`src/rtl/histogram_accum.sv`:
```
// Pixel-rate histogram accumulator driving a true-dual-port RAM: read on port A, increment
// through a forwarding pipeline, write on port B; read-and-clear sweep of all bins at frame end.
module histogram_accum #(
    parameter int unsigned PIX_WIDTH  = 8,
    parameter int unsigned ADDR_WIDTH = 9,
    parameter int unsigned DATA_WIDTH = 32
) (
    input  logic                  clk,
    input  logic                  rst,
    input  logic [PIX_WIDTH-1:0]  pix_data,
    input  logic                  pix_valid,
    input  logic                  frame_end,
    output logic [ADDR_WIDTH-1:0] ram_a_addr,
    output logic [DATA_WIDTH-1:0] ram_a_wr_data,
    output logic                  ram_a_wr_en,
    input  logic [DATA_WIDTH-1:0] ram_a_rd_data,
    output logic [ADDR_WIDTH-1:0] ram_b_addr,
    output logic [DATA_WIDTH-1:0] ram_b_wr_data,
    output logic                  ram_b_wr_en,
    output logic                  hist_valid,
    output logic [PIX_WIDTH-1:0]  hist_bin,
    output logic [DATA_WIDTH-1:0] hist_count,
    output logic                  hist_last,
    output logic                  busy,
    output logic                  pix_drop
);

    typedef enum logic [1:0] {StClear, StAccum, StDrain, StDump} state_e;

    state_e                state_q, state_d;
    logic [PIX_WIDTH-1:0]  cnt_q, cnt_d;

    logic                  s1_vld_q, s1_vld_d;
    logic [PIX_WIDTH-1:0]  s1_addr_q, s1_addr_d;
    logic                  s2_vld_q, s2_vld_d;
    logic [PIX_WIDTH-1:0]  s2_addr_q, s2_addr_d;
    logic [DATA_WIDTH-1:0] s2_data_q, s2_data_d;
    logic                  s3_vld_q, s3_vld_d;
    logic [PIX_WIDTH-1:0]  s3_addr_q, s3_addr_d;
    logic [DATA_WIDTH-1:0] s3_data_q, s3_data_d;
    logic                  out_vld_q, out_vld_d;
    logic [PIX_WIDTH-1:0]  out_bin_q, out_bin_d;

    logic [PIX_WIDTH-1:0]  a_addr;
    logic                  a_wr_en;
    logic                  accept;
    logic [DATA_WIDTH-1:0] base;
    logic [DATA_WIDTH:0]   sum;

    always_ff @(posedge clk or posedge rst) begin
        if (rst) begin
            state_q   <= StClear;
            cnt_q     <= '0;
            s1_vld_q  <= 1'b0;
            s1_addr_q <= '0;
            s2_vld_q  <= 1'b0;
            s2_addr_q <= '0;
            s2_data_q <= '0;
            s3_vld_q  <= 1'b0;
            s3_addr_q <= '0;
            s3_data_q <= '0;
            out_vld_q <= 1'b0;
            out_bin_q <= '0;
        end else begin
            state_q   <= state_d;
            cnt_q     <= cnt_d;
            s1_vld_q  <= s1_vld_d;
            s1_addr_q <= s1_addr_d;
            s2_vld_q  <= s2_vld_d;
            s2_addr_q <= s2_addr_d;
            s2_data_q <= s2_data_d;
            s3_vld_q  <= s3_vld_d;
            s3_addr_q <= s3_addr_d;
            s3_data_q <= s3_data_d;
            out_vld_q <= out_vld_d;
            out_bin_q <= out_bin_d;
        end
    end

    // Sweep/accumulate control; cnt_q is the bin sweep index in CLEAR/DUMP and the DRAIN timer.
    always_comb begin
        state_d   = state_q;
        cnt_d     = cnt_q;
        a_addr    = pix_data;
        a_wr_en   = 1'b0;
        accept    = 1'b0;
        out_vld_d = 1'b0;
        out_bin_d = cnt_q;
        unique case (state_q)
            StClear: begin
                a_addr  = cnt_q;
                a_wr_en = 1'b1;
                cnt_d   = cnt_q + 1'b1;
                if (&cnt_q) begin
                    state_d = StAccum;
                end
            end
            StAccum: begin
                accept = pix_valid;
                if (frame_end) begin
                    state_d = StDrain;
                    cnt_d   = '0;
                end
            end
            StDrain: begin
                cnt_d = cnt_q + 1'b1;
                if (cnt_q[0]) begin
                    state_d = StDump;
                    cnt_d   = '0;
                end
            end
            StDump: begin
                a_addr    = cnt_q;
                a_wr_en   = 1'b1;
                out_vld_d = 1'b1;
                cnt_d     = cnt_q + 1'b1;
                if (&cnt_q) begin
                    state_d = StAccum;
                end
            end
            default: ;
        endcase
    end

    // The RAM read lags two writes: S2 commits on the same edge as our read (old data returned),
    // S3 committed on that edge. Forward the youngest matching in-flight count.
    always_comb begin
        base = ram_a_rd_data;
        if (s2_vld_q && (s2_addr_q == s1_addr_q)) begin
            base = s2_data_q;
        end else if (s3_vld_q && (s3_addr_q == s1_addr_q)) begin
            base = s3_data_q;
        end
        sum       = {1'b0, base} + {{DATA_WIDTH{1'b0}}, 1'b1};
        s2_data_d = sum[DATA_WIDTH] ? base : sum[DATA_WIDTH-1:0];

        s1_vld_d  = accept;
        s1_addr_d = pix_data;
        s2_vld_d  = s1_vld_q;
        s2_addr_d = s1_addr_q;
        s3_vld_d  = s2_vld_q;
        s3_addr_d = s2_addr_q;
        s3_data_d = s2_data_q;
    end

    assign ram_a_wr_data = '0;

    // Outputs are forced low while reset is asserted, including the comb RAM controls.
    always_comb begin
        ram_a_addr    = '0;
        ram_a_wr_en   = 1'b0;
        ram_b_addr    = '0;
        ram_b_wr_data = '0;
        ram_b_wr_en   = 1'b0;
        hist_valid    = 1'b0;
        hist_bin      = '0;
        hist_count    = '0;
        hist_last     = 1'b0;
        busy          = 1'b0;
        pix_drop      = 1'b0;
        if (!rst) begin
            ram_a_addr    = ADDR_WIDTH'(a_addr);
            ram_a_wr_en   = a_wr_en;
            ram_b_addr    = ADDR_WIDTH'(s2_addr_q);
            ram_b_wr_data = s2_data_q;
            ram_b_wr_en   = s2_vld_q;
            busy          = (state_q != StAccum);
            pix_drop      = pix_valid && (state_q != StAccum);
            hist_valid    = out_vld_q;
            hist_bin      = out_bin_q;
            hist_count    = out_vld_q ? ram_a_rd_data : '0;
            hist_last     = out_vld_q && (&out_bin_q);
        end
    end

endmodule

```
`config.mk`:
```
export PLATFORM = sky130hd
export DESIGN_NAME = histogram_accum
export DESIGN_NICKNAME = d
export VERILOG_FILES = /design/src/rtl/histogram_accum.sv
export SDC_FILE = /design/constraint.sdc
export NUM_CORES = 1
export LEC_CHECK = 0
export CAP_MARGIN = 10
export CORE_ASPECT_RATIO = 2
export CORE_MARGIN = 2
export CORE_UTILIZATION = 44
export DETAILED_ROUTE_END_ITERATION = 8
export GPL_TIMING_DRIVEN = 0
export PLACE_DENSITY = 0.89
export SLEW_MARGIN = 10
export SYNTH_ARGS = -nofsm -noshare
export SYNTH_HDL_FRONTEND = slang
export SYNTH_SLANG_ARGS = --single-unit
```
`constraint.sdc`:
```
create_clock -name clk -period 4 [get_ports clk]
set_input_delay 0.6 -clock clk [delete_from_list [all_inputs] [get_ports clk]]
set_output_delay 0.6 -clock clk [all_outputs]
set_load 0.01 [all_outputs]
```
---- After elaboration in Yosys (flattened, before gate mapping) ----
Index checks and enable logic that the tools add are counted.
word-level totals
  register bits after elaboration ......... 110
  input port bits ......................... 44
  logic and storage cells ................. 58
  output and inout port bits .............. 128
cells by class
  reductions and logical operators ........ 9
  mux-type cells .......................... 26
  add/subtract/negate cells ............... 2
  equal/unequal tests ..................... 9
operators with widths
  kind                     count
  $mux W32                 6
  $mux W8                  6
  $add A32 B1 Y33 const B  1
  $pmux W8 S3              1
  $eq A8 B8 Y1             2
  $reduce_and A8 Y1        2
  $mux W1                  9
  $add A8 B1 Y8 const B    1
  $mux W2                  3
  $pmux W2 S3              1
  $eq A2 B2 Y1 const B     2
  $logic_and A1 B1 Y1      4
  $ne A2 B1 Y1 const B     2
  $ne A2 B2 Y1 const B     2
  $reduce_and A3 Y1        1
  $eq A2 B1 Y1 const B     1
  $logic_not A2 Y1         1
  $reduce_or A2 Y1         1

---- Depth between registers and ports, before layout ----
  depth after elaboration ................. 6
  gate-level depth with buffers ........... 14
  depth with buffers taken out ............ 10

---- Worst setup path before layout ----
Ideal clock, no wire load.
  path kind ............................... register -> register
  start point ............................. register s1_addr_q[7]
  end point ............................... register s2_data_q[27]
  cell stages (with the launch flop) ...... 13
  setup time .............................. 0.135 ns
  data required time ...................... 3.865 ns
  path slack .............................. 0.566 ns
  clock period less this slack ............ 3.434 ns
  data arrival time ....................... 3.298 ns
  path through ............................ dfrtp_1 xor2_1 nor4_1 buf_2 nand4_1 a31oi_1 ha_1 clkbuf_1 nand3_1 nor2b_1 a211o_1 nor2_1 xor2_1
on the way
  word-level cells in the longest chain between the ends .. 6
RTL lines
  element                 RTL line  RTL
  start, declared         34        logic [PIX_WIDTH-1:0] s1_addr_q, s1_addr_d;
  start signal, assigned  68        s1_addr_q <= s1_addr_d;
  $eq A8 B8 Y1            131       end else if (s3_vld_q && (s3_addr_q == s1_addr_q)) begin
  $logic_and A1 B1 Y1     131
  $mux W32                131
  $mux W32 (*)            129       if (s2_vld_q && (s2_addr_q == s1_addr_q)) begin
  $add A32 B1 Y33         134       sum = {1'b0, base} + {{DATA_WIDTH{1'b0}}, 1'b1};
  $mux W32 (*)            135       s2_data_d = sum[DATA_WIDTH] ? base : sum[DATA_WIDTH-1:0];
  net s2_data_d[27]       37        logic [DATA_WIDTH-1:0] s2_data_q, s2_data_d;
  end signal, assigned    71        s2_data_q <= s2_data_d;
  end, declared           37
Mark *: on every way through the listed nets, which the timed path passes. The rest lies on a longest branch.
A chain may end at the register's enable or synchronous reset.

---- Worst setup path in the final report ----
  start point ............................. register s1_addr_q[4]
  end point ............................... register s2_data_q[28]
Same word-level chain as after synthesis.

==> flow_summary.yaml <==
setup_path:
  crit_slowest_cell: "or3_1"
  slowest_delay_ns: 0.48
  cpMostUsedCell: "nand3_1"
  worstPathRequired_ns: 4.26
  setup.worst_path.start_class: "flop"
  worst_setup_path_end_kind: "flop"
  critical_path.max_fanout: 10
  path_class: "flop to flop"
  cp_cell_sequence: "xor2_1 -> or3_1 -> clkbuf_2 -> o31ai_1 -> a31oi_2 -> ha_2 -> nand3_1 -> and4b_1 -> buf_2 -> and3b_1 -> nand3_1 -> xnor2_1"
  worstPathArrival_ns: 4.14
clock_tree:
  clk_latency_ns: 0.35
  root_buffer: "clkbuf_16"
  cts_buffers: 9
  cts_buffer_depth: 2
  clk_pin_slew_ns: 0.07
  cts.sinks: 110
  cts_tree: "built"
  ctsHtreeMaxLevel: 3
  hold_buffers: 0
finish:
  most-common-layout-cells: "clkdlybuf4s50_1, dfrtp_1, nor2b_1"
  syn2layout_area_growth_pct: 35.03
  post-route-util: 0.6075
  ff_latch_area_sq_um: 2753
  multi_input_area_sq_um: 3244
  nNetsFinal: 881
  drive_gt1_frac: 0.1089
  fill_cells: 1155
  diodes: 0
  layout_commonest_cell: "clkdlybuf4s50_1"
yosys:
  async_flop_share: 1.000
  synthCells: 648
  synth.distinct_cells: 55
  ys_seq_area_frac: 0.4404
  synth_area_sq_um: 6250
  synthFlopType: "dfrtp_1"
  yosysWarnings: 0
  ys_ff_latch: 110
  synth_edf_count: 0
  synth_area_per_cell_sq_um: 9.645
global_route:
  first_global_vias: 5848
  track_usage: 0.2503
  grt_max_degree: 95
  gr-total-overflow: 0
  grt_pass1_wl_mm: 29.81
  grt_antenna_before_repair: 0
placement:
  portBuffers: 137
  dpl.hpwl_mm: 14.27
  gp_congestion: 0.9745
  place_ws_ns: -0.4226
floorplan:
  ioPinCount: 172
  die_h_um: 172.5
  num_rows: 61
  die_w_um: 88.28
  dieArea_sq_um: 15230
  start_util: 0.4499
  coreArea_sq_um: 13890
drt:
  antenna_left: 0
  wl_mm: 18.96
  vias: 5791
  first_pass_iters: 6
  route.detailed.drc: 0
  vias_per_cell: 5.650
  drtIter0Drc: 569
  wl_per_cell_um: 18.49
timing:
  fin_crit_sh: 0.9714
  finalHoldViolCount: 0
  slew_viol_final: 0
  tightest_slew_ns: 0.7991
  finalSetupViolations: 0
  finalClockSkew_ns: 0.01071
  max_freq_mhz: 257.4
  slew_headroom: 0.4632
  hold_ws_ns: 0.3792
  fin_setup_tns_ns: 0
  fin_ws_ns: 0.1143
  fin_crit_ns: 3.886
pwr:
  switchingPower_mw: 0.9290
  powerDensity_nw_per_um2: 372.5
  clockPowerShare: 0.309
  power_frac_comb: 0.271
  swShare: 0.2956
  peakVddDrop_v: 0.0002169
  p_leak_nw: 3.411
  p_int_mw: 2.214
  p_seq_frac: 0.420
flow_run:
  cap_violations: 0
min_path:
  hp-class: "flop to flop"
run_status:
  outcome: "finished, final reports clean"
sequential cells by signal, summed over array words and instances, names as in the netlist:
signal and flops:
s2_data_q 32, s3_data_q 32, cnt_q 8, out_bin_q 8, s1_addr_q 8, s2_addr_q 8
s3_addr_q 8, state_q 2, out_vld_q 1, s1_vld_q 1, s2_vld_q 1, s3_vld_q 1
power groups by stage:
stage | sequential [mW] | combinational (mW) | clock [mW]
4_1_cts | 1.32 | 0.850 | 0.976
3_5_place_dp | 1.34 | 0.840 | 0
2_1_floorplan | 1.31 | 0.467 | 0
3_3_place_gp | 1.33 | 0.819 | 0
6_report | 1.32 | 0.851 | 0.971
5_1_grt | 1.34 | 0.923 | 1.03
Yosys cell counts, types with 12 or more instances:
library cell    n  area (sq um)
nor4_1         19         118.9
nand2_1        43         161.4
xnor2_1        36         315.3
buf_4          34         255.2
and3_1         12         75.07
mux2i_1        18         180.2
o31ai_1        19         142.6
xor2_1         18         157.7
and2_1         37         231.5
a31oi_1        26         162.7
clkbuf_1       34         127.6
nor2b_1        56         350.3
nor2_1         29         108.9
dfrtp_1       110          2753
nand3_1        25         125.1
nand4_1        33         206.5
through the flow:
stage	cell area (sq um)	instances	total power, mW
after floorplan	6374	681	1.772
after global placement	7981	1007	2.153
after detailed placement	8014	1008	2.181
after CTS	8382	1023	3.145
after global routing	8439	1025	3.284
final	8439	1025	3.143
cell families (layout without fill, tap and decap cells):
family | count (synthesis) | after routing | synth area share
buffers and inverters | 83 | 238 | 0.07227
adders and majority gates | 6 | 6 | 0.01201
and+or+nand+nor | 278 | 278 | 0.2486
DFF | 110 | 110 | 0.4404
muxes | 24 | 24 | 0.03964
xor gates and xnor gates | 54 | 54 | 0.07568
AOI/OAI and AO/OA | 92 | 92 | 0.1107
other | 1 | 34 | 0.0006000
path summary, 6_finish.rpt:
check	start	to	slack, ns	depth (start not counted)
setup / recovery	s1_addr_q[4]	s2_data_q[28]	0.11	12
min in group asynchronous	rst	s2_addr_q[2]	1.34	4
hold reg to reg	cnt_q[5]	out_bin_q[5]	0.38	0
max in group asynchronous	rst	s2_data_q[10]	1.97	5
hold / removal	cnt_q[5]	out_bin_q[5]	0.38	0
setup reg to reg	s1_addr_q[4]	s2_data_q[28]	0.11	12
critical path, delay by kind of cell, from the launching register on:
kind,cells,cell delay [ns]
buffers and inverters,2,0.56
AND/OR/NAND/NOR,5,1.36
adder cells (fa/ha/maj),1,0.37
AO/OA/AOI/OAI,2,0.43
flip-flops,1,0.42
XOR/XNOR,2,0.61
metal layers:
metal	wire, um	track usage
met5	0	0
met4	1413	0.1566
met3	1228	0.04296
met2	9995	0.4345
met1	6321	0.2711
area by class of cell:
class / instances / area share
plain buffers: 70 / 0.04818
clock buffers: 12 / 0.02921
clock inverters: 4 / 0.009192
inverters: 9 / 0.004596
multi-input cells: 488 / 0.3844
flip-flops and latches: 110 / 0.3262
well taps: 189 / 0.02802
repair buffers: 143 / 0.1702
what timing repair did:
item,in CTS,in global routing
setup buffers,1,4
pin swaps,1,1
setup endpoints to repair,31,27
resized for setup,9,8
Note: power is estimated with default switching activity, not from simulation.
